[config.mk]
export PLATFORM = sky130hd
export DESIGN_NAME = controlador_acesso_rr_flat
export DESIGN_NICKNAME = d
export VERILOG_FILES = /design/src/rtl/controlador_acesso_rr_if.sv /design/src/rtl/controlador_acesso_rr.sv /design/src/flat_wrapper.sv
export SDC_FILE = /design/constraint.sdc
export NUM_CORES = 1
export LEC_CHECK = 0
export CORE_MARGIN = 4
export CORE_UTILIZATION = 42
export DETAILED_ROUTE_END_ITERATION = 16
export HOLD_SLACK_MARGIN = 0.1
export PLACE_DENSITY_LB_ADDON = 0.1
export SETUP_SLACK_MARGIN = 0.05
export SLEW_MARGIN = 5
export SYNTH_ARGS = -nofsm -noshare
export SYNTH_HDL_FRONTEND = slang
export SYNTH_SLANG_ARGS = --single-unit
[constraint.sdc]
create_clock -name clk -period 2.5 [get_ports clk]
set_input_delay 0.625 -clock clk [delete_from_list [all_inputs] [get_ports clk]]
set_output_delay 0.625 -clock clk [all_outputs]
set_load 0.005 [all_outputs]
[src/rtl/controlador_acesso_rr_if.sv]
// -----------------------------------------------------------------------------
// controlador_acesso_rr_if
// Bundle of the station request bus and the terminal grant/display outputs of
// the round-robin access controller.
//
// Handshake: a station asserts req[i] and holds id/func/term while it wants its
// terminal. The one-hot gnt_* bit is the acknowledgement. The grant lasts until
// the station drops req[i] or the hold budget runs out. A refused request is
// flagged on deny[i] and never granted. There is no separate ready signal.
//
// Signals:
//   req        station -> ctrl  request per station
//   id_in      station -> ctrl  station i ID at [i*ID_W +: ID_W]
//   func_in    station -> ctrl  station i function at [i*3 +: 3], 0 = none
//   term_in    station -> ctrl  target terminal, 0 = matrix, 1 = LEDs
//   gnt_matriz ctrl -> station  one-hot matrix owner
//   gnt_leds   ctrl -> station  one-hot LED owner
//   fmatriz    ctrl -> decoder  function code for the matrix
//   fleds      ctrl -> decoder  function code for the LEDs
//   busy_*     ctrl -> system   terminal currently granted
//   deny       ctrl -> station  request refused by permission
//   disp_id    ctrl -> display  ID of the most recent grant
//   disp_valid ctrl -> display  disp_id is meaningful
// Modports: master = station/system side, slave = controller side.
// -----------------------------------------------------------------------------
interface controlador_acesso_rr_if #(
  parameter int N_USERS = 2,
  parameter int ID_W    = 3
);
  logic [N_USERS-1:0]      req;
  logic [N_USERS*ID_W-1:0] id_in;
  logic [N_USERS*3-1:0]    func_in;
  logic [N_USERS-1:0]      term_in;
  logic [N_USERS-1:0]      gnt_matriz;
  logic [N_USERS-1:0]      gnt_leds;
  logic [2:0]              fmatriz;
  logic [2:0]              fleds;
  logic                    busy_matriz;
  logic                    busy_leds;
  logic [N_USERS-1:0]      deny;
  logic [ID_W-1:0]         disp_id;
  logic                    disp_valid;

  modport master (
    output req, id_in, func_in, term_in,
    input  gnt_matriz, gnt_leds, fmatriz, fleds, busy_matriz, busy_leds,
           deny, disp_id, disp_valid
  );

  modport slave (
    input  req, id_in, func_in, term_in,
    output gnt_matriz, gnt_leds, fmatriz, fleds, busy_matriz, busy_leds,
           deny, disp_id, disp_valid
  );
endinterface

[src/rtl/controlador_acesso_rr.sv]
// -----------------------------------------------------------------------------
// controlador_acesso_rr
// Access controller for N_USERS stations sharing two terminals (index 0 =
// matrix, 1 = LEDs). Requests are registered, checked against PERM_MASK and
// arbitrated round-robin per terminal. A grant lasts at most HOLD_CYCLES
// cycles and is followed by exactly one idle cycle.
//
// Ports:
//   clk          rising-edge clock
//   rst_n        asynchronous active-low reset
//   bus_if       controlador_acesso_rr_if.slave (requests in, grants out)
//   dbg_state_o  FSM state per terminal, bit t = 1 when terminal t is in GRANT
// -----------------------------------------------------------------------------
module controlador_acesso_rr #(
  parameter int N_USERS     = 2,
  parameter int ID_W        = 3,
  parameter int HOLD_CYCLES = 8,
  parameter logic [(2**ID_W)*8-1:0] PERM_MASK = 64'hFEFE_FEFE_FEFE_FE00
) (
  input  logic                      clk,
  input  logic                      rst_n,
  controlador_acesso_rr_if.slave    bus_if,
  output logic [1:0]                dbg_state_o
);

  localparam int OW = $clog2(N_USERS);
  localparam int CW = $clog2(HOLD_CYCLES + 1);
  localparam logic [CW-1:0] CNT_LOAD = CW'(HOLD_CYCLES - 1);

  typedef enum logic {S_IDLE, S_GRANT} state_t;

  // Registered copies of the station bus; every decision uses these.
  logic [N_USERS-1:0]      req_q;
  logic [N_USERS*ID_W-1:0] id_q;
  logic [N_USERS*3-1:0]    func_q;
  logic [N_USERS-1:0]      term_q;

  logic [N_USERS-1:0] valid_req, perm_ok, deny_d, deny_q;
  logic [N_USERS-1:0] elig [2];

  // Per-terminal state, index 0 = matrix, 1 = LEDs.
  state_t             state_q [2], state_d [2];
  logic [OW-1:0]      owner_q [2], owner_d [2];
  logic [OW-1:0]      ptr_q   [2], ptr_d   [2];
  logic [CW-1:0]      cnt_q   [2], cnt_d   [2];
  logic [2:0]         code_q  [2], code_d  [2];
  logic [N_USERS-1:0] gnt_q   [2], gnt_d   [2];
  logic               found   [2];
  logic [OW-1:0]      pick    [2];
  logic               grant_now [2];

  logic [ID_W-1:0] disp_id_q, disp_id_d;
  logic            disp_valid_q, disp_valid_d;

  // Permission lookup: the mask bit index is {id, func} = id*8 + func.
  always_comb begin
    valid_req = '0;
    perm_ok   = '0;
    for (int i = 0; i < N_USERS; i++) begin
      valid_req[i] = req_q[i] && (func_q[i*3 +: 3] != 3'd0);
      perm_ok[i]   = PERM_MASK[{id_q[i*ID_W +: ID_W], func_q[i*3 +: 3]}];
    end
  end

  assign deny_d  = valid_req & ~perm_ok;
  assign elig[0] = valid_req & perm_ok & ~term_q;
  assign elig[1] = valid_req & perm_ok &  term_q;

  // Round-robin pick: scanning offsets from high to low lets the smallest
  // offset from the pointer overwrite the others.
  always_comb begin
    for (int t = 0; t < 2; t++) begin
      found[t] = 1'b0;
      pick[t]  = '0;
      for (int j = N_USERS - 1; j >= 0; j--) begin
        if (elig[t][(int'(ptr_q[t]) + j) % N_USERS]) begin
          found[t] = 1'b1;
          pick[t]  = OW'((int'(ptr_q[t]) + j) % N_USERS);
        end
      end
    end
  end

  // Terminal FSMs: next state and registered outputs.
  always_comb begin
    for (int t = 0; t < 2; t++) begin
      state_d[t]   = state_q[t];
      owner_d[t]   = owner_q[t];
      ptr_d[t]     = ptr_q[t];
      cnt_d[t]     = cnt_q[t];
      code_d[t]    = code_q[t];
      gnt_d[t]     = gnt_q[t];
      grant_now[t] = 1'b0;
      case (state_q[t])
        S_IDLE: begin
          if (found[t]) begin
            state_d[t]   = S_GRANT;
            owner_d[t]   = pick[t];
            code_d[t]    = func_q[pick[t]*3 +: 3];
            cnt_d[t]     = CNT_LOAD;
            ptr_d[t]     = OW'((int'(pick[t]) + 1) % N_USERS);
            gnt_d[t]     = N_USERS'(1) << pick[t];
            grant_now[t] = 1'b1;
          end
        end
        S_GRANT: begin
          // Owner fields are latched; only its live req can end the grant early.
          if (!req_q[owner_q[t]] || (cnt_q[t] == '0)) begin
            state_d[t] = S_IDLE;
            gnt_d[t]   = '0;
            code_d[t]  = 3'd0;
          end else begin
            cnt_d[t] = cnt_q[t] - CW'(1);
          end
        end
        default: state_d[t] = S_IDLE;
      endcase
    end
  end

  // Display follows the latest grant; the matrix wins a same-cycle tie.
  always_comb begin
    disp_id_d    = disp_id_q;
    disp_valid_d = disp_valid_q;
    if (grant_now[1]) begin
      disp_id_d    = id_q[pick[1]*ID_W +: ID_W];
      disp_valid_d = 1'b1;
    end
    if (grant_now[0]) begin
      disp_id_d    = id_q[pick[0]*ID_W +: ID_W];
      disp_valid_d = 1'b1;
    end
  end

  always_ff @(posedge clk or negedge rst_n) begin
    if (!rst_n) begin
      req_q        <= '0;
      id_q         <= '0;
      func_q       <= '0;
      term_q       <= '0;
      deny_q       <= '0;
      disp_id_q    <= '0;
      disp_valid_q <= 1'b0;
      for (int t = 0; t < 2; t++) begin
        state_q[t] <= S_IDLE;
        owner_q[t] <= '0;
        ptr_q[t]   <= '0;
        cnt_q[t]   <= '0;
        code_q[t]  <= 3'd0;
        gnt_q[t]   <= '0;
      end
    end else begin
      req_q        <= bus_if.req;
      id_q         <= bus_if.id_in;
      func_q       <= bus_if.func_in;
      term_q       <= bus_if.term_in;
      deny_q       <= deny_d;
      disp_id_q    <= disp_id_d;
      disp_valid_q <= disp_valid_d;
      for (int t = 0; t < 2; t++) begin
        state_q[t] <= state_d[t];
        owner_q[t] <= owner_d[t];
        ptr_q[t]   <= ptr_d[t];
        cnt_q[t]   <= cnt_d[t];
        code_q[t]  <= code_d[t];
        gnt_q[t]   <= gnt_d[t];
      end
    end
  end

  assign bus_if.gnt_matriz  = gnt_q[0];
  assign bus_if.gnt_leds    = gnt_q[1];
  assign bus_if.fmatriz     = code_q[0];
  assign bus_if.fleds       = code_q[1];
  assign bus_if.busy_matriz = (state_q[0] == S_GRANT);
  assign bus_if.busy_leds   = (state_q[1] == S_GRANT);
  assign bus_if.deny        = deny_q;
  assign bus_if.disp_id     = disp_id_q;
  assign bus_if.disp_valid  = disp_valid_q;
  assign dbg_state_o        = {state_q[1] == S_GRANT, state_q[0] == S_GRANT};

endmodule

[src/flat_wrapper.sv]
// flat-port wrapper written by rule: the top's interface ports become plain ports
module controlador_acesso_rr_flat 
#(
  parameter int N_USERS     = 2,
  parameter int ID_W        = 3,
  parameter int HOLD_CYCLES = 8,
  parameter logic [(2**ID_W)*8-1:0] PERM_MASK = 64'hFEFE_FEFE_FEFE_FE00
)
  (clk, rst_n, dbg_state_o, bus_if_req, bus_if_id_in, bus_if_func_in, bus_if_term_in, bus_if_gnt_matriz, bus_if_gnt_leds, bus_if_fmatriz, bus_if_fleds, bus_if_busy_matriz, bus_if_busy_leds, bus_if_deny, bus_if_disp_id, bus_if_disp_valid);
  controlador_acesso_rr_if #(.N_USERS(N_USERS), .ID_W(ID_W)) bus_if_i ();
  input  logic clk;
  input  logic rst_n;
  output logic [1:0] dbg_state_o;
  input wire logic [$bits(bus_if_i.req)-1:0] bus_if_req;
  input wire logic [$bits(bus_if_i.id_in)-1:0] bus_if_id_in;
  input wire logic [$bits(bus_if_i.func_in)-1:0] bus_if_func_in;
  input wire logic [$bits(bus_if_i.term_in)-1:0] bus_if_term_in;
  output wire logic [$bits(bus_if_i.gnt_matriz)-1:0] bus_if_gnt_matriz;
  output wire logic [$bits(bus_if_i.gnt_leds)-1:0] bus_if_gnt_leds;
  output wire logic [$bits(bus_if_i.fmatriz)-1:0] bus_if_fmatriz;
  output wire logic [$bits(bus_if_i.fleds)-1:0] bus_if_fleds;
  output wire logic [$bits(bus_if_i.busy_matriz)-1:0] bus_if_busy_matriz;
  output wire logic [$bits(bus_if_i.busy_leds)-1:0] bus_if_busy_leds;
  output wire logic [$bits(bus_if_i.deny)-1:0] bus_if_deny;
  output wire logic [$bits(bus_if_i.disp_id)-1:0] bus_if_disp_id;
  output wire logic [$bits(bus_if_i.disp_valid)-1:0] bus_if_disp_valid;
  assign bus_if_i.req = bus_if_req;
  assign bus_if_i.id_in = bus_if_id_in;
  assign bus_if_i.func_in = bus_if_func_in;
  assign bus_if_i.term_in = bus_if_term_in;
  assign bus_if_gnt_matriz = bus_if_i.gnt_matriz;
  assign bus_if_gnt_leds = bus_if_i.gnt_leds;
  assign bus_if_fmatriz = bus_if_i.fmatriz;
  assign bus_if_fleds = bus_if_i.fleds;
  assign bus_if_busy_matriz = bus_if_i.busy_matriz;
  assign bus_if_busy_leds = bus_if_i.busy_leds;
  assign bus_if_deny = bus_if_i.deny;
  assign bus_if_disp_id = bus_if_i.disp_id;
  assign bus_if_disp_valid = bus_if_i.disp_valid;
  controlador_acesso_rr #(.N_USERS(N_USERS), .ID_W(ID_W), .HOLD_CYCLES(HOLD_CYCLES), .PERM_MASK(PERM_MASK)) u_core (.clk(clk), .rst_n(rst_n), .bus_if(bus_if_i), .dbg_state_o(dbg_state_o));
endmodule
[Word-level counts from Yosys, hierarchy flattened]
Memories as Yosys holds them, arrays and structs flattened.
Cells that the tools add are included.
Word-level totals
  register bits: 46
  ROM bits: 128
  input port bits: 18
  output and inout bits: 20
  word-level logic and storage cells: 130
  memories: 2
Memory list
  (no name shown): depth 64, width 1, read ports 1, clocked after Yosys merged registers in 0, write ports 0, RTL line controlador_acesso_rr.sv:61  | perm_ok[i] = PERM_MASK[{id_q[i*ID_W +: ID_W], func_q[i*3 +: 3]}];
  (no name shown): depth 64, width 1, read ports 1, clocked after Yosys merged registers in 0, write ports 0, RTL line controlador_acesso_rr.sv:61
Cells by class
  add/subtract/negate cells: 6
  multiply operators: 2
  $lt $le $gt $ge: 8
  eq/ne operators: 6
  shift operators: 6
  multiplexer cells: 54
  bitwise logic cells: 10
  reduce and logical (&&, ||, !) cells: 17
Operators by type and width (number)
  two-way mux 1 bit: 32
  indexed part select 6 x 4 -> 3 bit: 4
  two-way mux 3 bit: 6
  two-way mux 4 bit: 4
  case mux 4 bit (2 select lines): 2
  less-than comparator 6 x 7 -> 1 bit, second input constant: 2
  case mux 3 bit (2 select lines): 2
  AND reduction 2 bit: 6
  AND 2 bit: 4
  zero test 4 bit: 2
  less-than comparator 1 x 2 -> 1 bit, second input constant: 4
  two-way mux 2 bit: 4
  inequality test 2 bit, second input constant: 4
  case mux 2 bit (2 select lines): 2
  subtractor 4 x 1 -> 4 bit, second input constant: 2
  less-than comparator 2 x 3 -> 1 bit, second input constant: 2
  multiplier 1 x 2 -> 3 bit, second input constant: 2
  nonzero test 3 bit: 2
  adder 1 bit, second input constant: 4
  inequality test 2 x 1 -> 1 bit, second input constant: 2
  NOT 2 bit: 2
  case mux 1 bit (2 select lines): 2
  left shift 1 x 1 -> 2 bit, first input constant: 2
  AND 1 bit, first input constant: 2
  5 further kinds: 9

[Depth between registers and ports, before layout]
  word-level depth: 13
  depth in mapped cells: 7
  depth with buffers taken out: 7

[Worst setup path before layout]
OpenSTA, ideal clock, no wires.
  path type: flip-flop to flip-flop
  from: reg u_core.state_q (netlist bit u_core.bus_if.busy_matriz)
  to: reg u_core.disp_id_q[1], in the netlist u_core.bus_if.disp_id[1]
  library setup time: 0.125 ns
  arrival: 1.782 ns
  data required time: 2.375 ns
  setup slack: 0.593 ns
  stages on the path, launching flop included: 5
  buffers on the path: 0
  clock period less this slack: 1.907 ns
  cell sequence: dfrtp_1 -> or4_4 -> o22ai_4 -> mux2_1 -> mux2_4
Between the ends
  word-level cells in the longest chain between the ends: 2
  elaborated cells between the ends (all ways): 3
  those cells by class: 2 x mux; 1 x reduce/logical
RTL lines
  from (decl): RTL line controlador_acesso_rr.sv:42  | state_t state_q [2], state_d [2];
  from (signal, indexed assignment): RTL line controlador_acesso_rr.sv:161  | state_q[t] <= state_d[t];
  two-way mux 1 bit *: RTL line controlador_acesso_rr.sv:94  | case (state_q[t])
  two-way mux 3 bit or nonzero test 2 bit (tied branches)
  to (signal assigned): RTL line controlador_acesso_rr.sv:158  | disp_id_q <= disp_id_d;
  to (decl): RTL line controlador_acesso_rr.sv:52  | logic [ID_W-1:0] disp_id_q, disp_id_d;
Every way passes the cells marked *; elsewhere a longest branch is shown, timed or not.
A chain may end at the register's enable or synchronous reset.

[Final worst setup path]
  from: reg u_core.state_q (netlist bit u_core.bus_if.busy_matriz)
  to: out dbg_state_o[0]
RTL lines
  to (decl): RTL line flat_wrapper.sv:13  | output logic [1:0] dbg_state_o;
No word-level cell between the ends.

==> flow_summary_export.csv <==
group,metric,value,unit
place,place.gp.congestion,0.899,
cts,tritoncts,"yes",
global_route,antenna_found_initial,0,
floorplan,coreArea,0.00447,mm^2
cts,cts-root-buf,"clkbuf_8",
critical_path,required,1.88,ns
yosys,synth_top_family_by_area,"compound AO/OA/AOI/OAI gates",
route,drc_errors,0,
cts,cts.path.max_buffers,2,
final_layout,multi_input_area,796,um^2
yosys,syn_avg_cell_area,13.0,um^2
cts,cts_setup_buffers,0,
sta,tns,0,ns
sta,worst_hold_slack,0.327,ns
cts,cts_inserted_buffers,5,
sta,setup_violations,0,
floorplan,fp.dieH,76.9,um
final_layout,nets,216,
sta,hold_viol,0,
yosys,synth_cell_type_count,43,
critical_path,critPathCaptureType,"output pin",
final_layout,area_growth,26.4,%
sta,period_needed,2.04,ns
cts,htreeDepth,2,
floorplan,die_area,0.00591,mm^2
route,viasPerCell,5.46,
global_route,grt_start_max_net_pins,25,
final_layout,final_cell_mix,"dfrtp_1 (46), clkdlybuf4s50_1 (36), nor2_1 (11)",
final_layout,diodes,0,
yosys,yosysSeqAreaShare,57.8,%
final_layout,layout-drive-gt1-share,18.3,%
floorplan,rows,24,
sta,skew,0.00240,ns
sta,fmaxAchievable,0.489,GHz
sta,worst_slew_pin_slew,0.618,ns
sta,relSlewSlack,58.7,%
yosys,synthMuxAreaShare,6.85,%
global_route,grt_use_total,15.2,%
critical_path,crit_fanout,10,
floorplan,ios,38,
yosys,synth-seq-cells,46,
outcome,status,"complete, no violations",
yosys,yosysWarnings,0,
place,io_buffer_count,37,
critical_path,worstPathArrival,1.42,ns
critical_path,critPathTopFamily,"buffers and inverters",
floorplan,start_util,44.5,%
cts,clkSinkCount,46,
critical_path,critical_path.max_stage_delay,0.57,ns
yosys,synth.cell_area,0.00199,mm^2
critical_path,path_class,"reg2out",
cts,clk_latency,0.30,ns
route,totalWireLength,4.21,mm
critical_path,slowest_stage,"clkdlybuf4s50_1",
pwr,p_leak,1.09,nW
min_path,min_path_type,"in2async",
final_layout,seq_area,0.00115,mm^2
global_route,grt_pass1_vias,1481,
final_layout,final_common_cell,"dfrtp_1",
job,cap_viol_max_count,0,
yosys,yosys.area_share.adder,1.26,%
critical_path,cp_cell_sequence,"clkdlybuf4s50_1",
floorplan,fp.dieW,76.9,um
route,avgRoutedWirePerCell,16.9,um
place,dp_hpwl,3.16,mm
sta,rsz0062_at_grt,"false",
critical_path,path_buf_inv,1,
final_layout,finalNonFillerCells,249,
yosys,synth_xor_area_share,1.76,%
critical_path,crit_path_start_kind,"flip-flop",
final_layout,postLayoutCoreUtil,56.3,%
route,firstDrtPassIters,4,
yosys,synth-edff-count,0,
place,dpl.cell_count,241,
sta,final.period_utilization,81.8,%
pwr,irDropWorstVdd,0.426,mV
final_layout,fillers,374,
cts,cts.clk_slew.worst_paths,0.08,ns
yosys,async_flop_share,100,%
yosys,synth_cells,153,
pwr,p_total,2.26,mW
yosys,synth_ff_type,"dfrtp_1",
yosys,synth-simple-area-share,13.6,%
route,num_vias,1360,
yosys,syn-num-nets,173,
yosys,synth_compound_area_share,16.5,%
global_route,overflow,0,
route,drtAntennaViolNets,0,
sta,drv_slew,0,
global_route,grt_pass1_wl,7.02,mm
cts,cts-hold-fix-buffers,0,
pwr,power_density,897,mW/mm^2
route,drt_iter0_markers,69,
cts,cts_resized,0,
[worst register-to-register path: cells and delay by family (launching register included)]
family / cells / cell delay [ns]
mux: 2 / 0.62
simple gates: 1 / 0.59
flops: 1 / 0.50
compound gates: 1 / 0.21
[kinds of logic (layout without fill, tap and decap cells)]
| logic type | Yosys count | count (layout) |
|---|---|---|
| xor gates and xnor gates | 4 | 4 |
| muxes | 12 | 12 |
| AOI/OAI and AO/OA | 35 | 35 |
| buffers and inverters | 10 | 54 |
| DFF | 46 | 46 |
| and+or+nand+nor | 44 | 44 |
| adders and majority gates | 2 | 2 |
[final cells by class]
type | instances | share of cell area [%]
sequential | 46 | 45.7
multi-input combinational | 97 | 31.6
timing repair buffer | 38 | 15.3
clock buffer | 7 | 3.43
tap | 52 | 2.58
inverter | 8 | 1.19
clock inverter | 1 | 0.199
[where the power goes]
| group | internal (mW) | switching (mW) |
|---|---|---|
| combinational | 0.424 | 0.288 |
| sequential | 0.920 | 0.169 |
| clock | 0.223 | 0.235 |
[layer usage]
metal	global-route usage (%)	vias to the layer above	part of all wire (%)
li1	-	636	-
met1	18.0	686	43
met2	25.8	34	51
met3	5.50	4	4.6
met4	4.35	0	0.95
met5	0	-	0
[path summary, 6_finish.rpt]
check,start,endpoint,slack [ns],depth (start not counted)
setup / recovery,u_core.bus_if.busy_matriz$_DFF_PN0_,dbg_state_o[0],0.46,1
hold / removal,rst_n,u_core.cnt_q[1]$_DFFE_PN0P_,0.33,1
setup reg to reg,u_core.bus_if.busy_matriz$_DFF_PN0_,u_core.bus_if.disp_id[2]$_DFFE_PN0P_,0.47,4
hold reg to reg,u_core.bus_if.gnt_leds[0]$_DFFE_PN0P_,u_core.bus_if.gnt_leds[0]$_DFFE_PN0P_,0.48,1
max in group asynchronous,rst_n,u_core.ptr_q[0]$_DFFE_PN0P_,1.65,2
min in group clk,u_core.bus_if.gnt_leds[0]$_DFFE_PN0P_,u_core.bus_if.gnt_leds[0]$_DFFE_PN0P_,0.48,1
[stage by stage]
stage          cell area (um^2)  setup slack [ns]
5_1_grt                    2520             0.371
2_1_floorplan              1990             0.593
3_5_place_dp               2430             0.467
6_report                   2520             0.455
4_1_cts                    2520             0.435
3_3_place_gp               2430             0.549
[registers in the layout, indices dropped and copies added, names as in the netlist]
register	cells
u_core.owner_q	2
u_core.term_q	2
u_core.bus_if.gnt_leds	2
u_core.ptr_q	2
u_core.bus_if.fmatriz	3
u_core.bus_if.deny	2
u_core.bus_if.disp_id	3
u_core.req_q	2
u_core.bus_if.busy_matriz	1
u_core.bus_if.disp_valid	1
u_core.id_q	6
u_core.bus_if.fleds	3
u_core.cnt_q	8
u_core.func_q	6
u_core.bus_if.busy_leds	1
u_core.bus_if.gnt_matriz	2
[Yosys cell counts (3+ instances only)]
library cell	number	share of area (%)
dfrtp_1	46	58
nor2_1	11	2.1
inv_1	8	1.5
nand2_1	8	1.5
a21o_1	6	2.3
mux2_2	6	3.4
o21ai_0	5	1.3
nor3_2	4	2.0
xnor2_1	4	1.8
a221o_1	3	1.5
and2_1	3	0.94
mux2_1	3	1.7
nand3_1	3	0.75
o31ai_2	3	1.9
or3_1	3	0.94
Power figures use the tool's default switching activity.
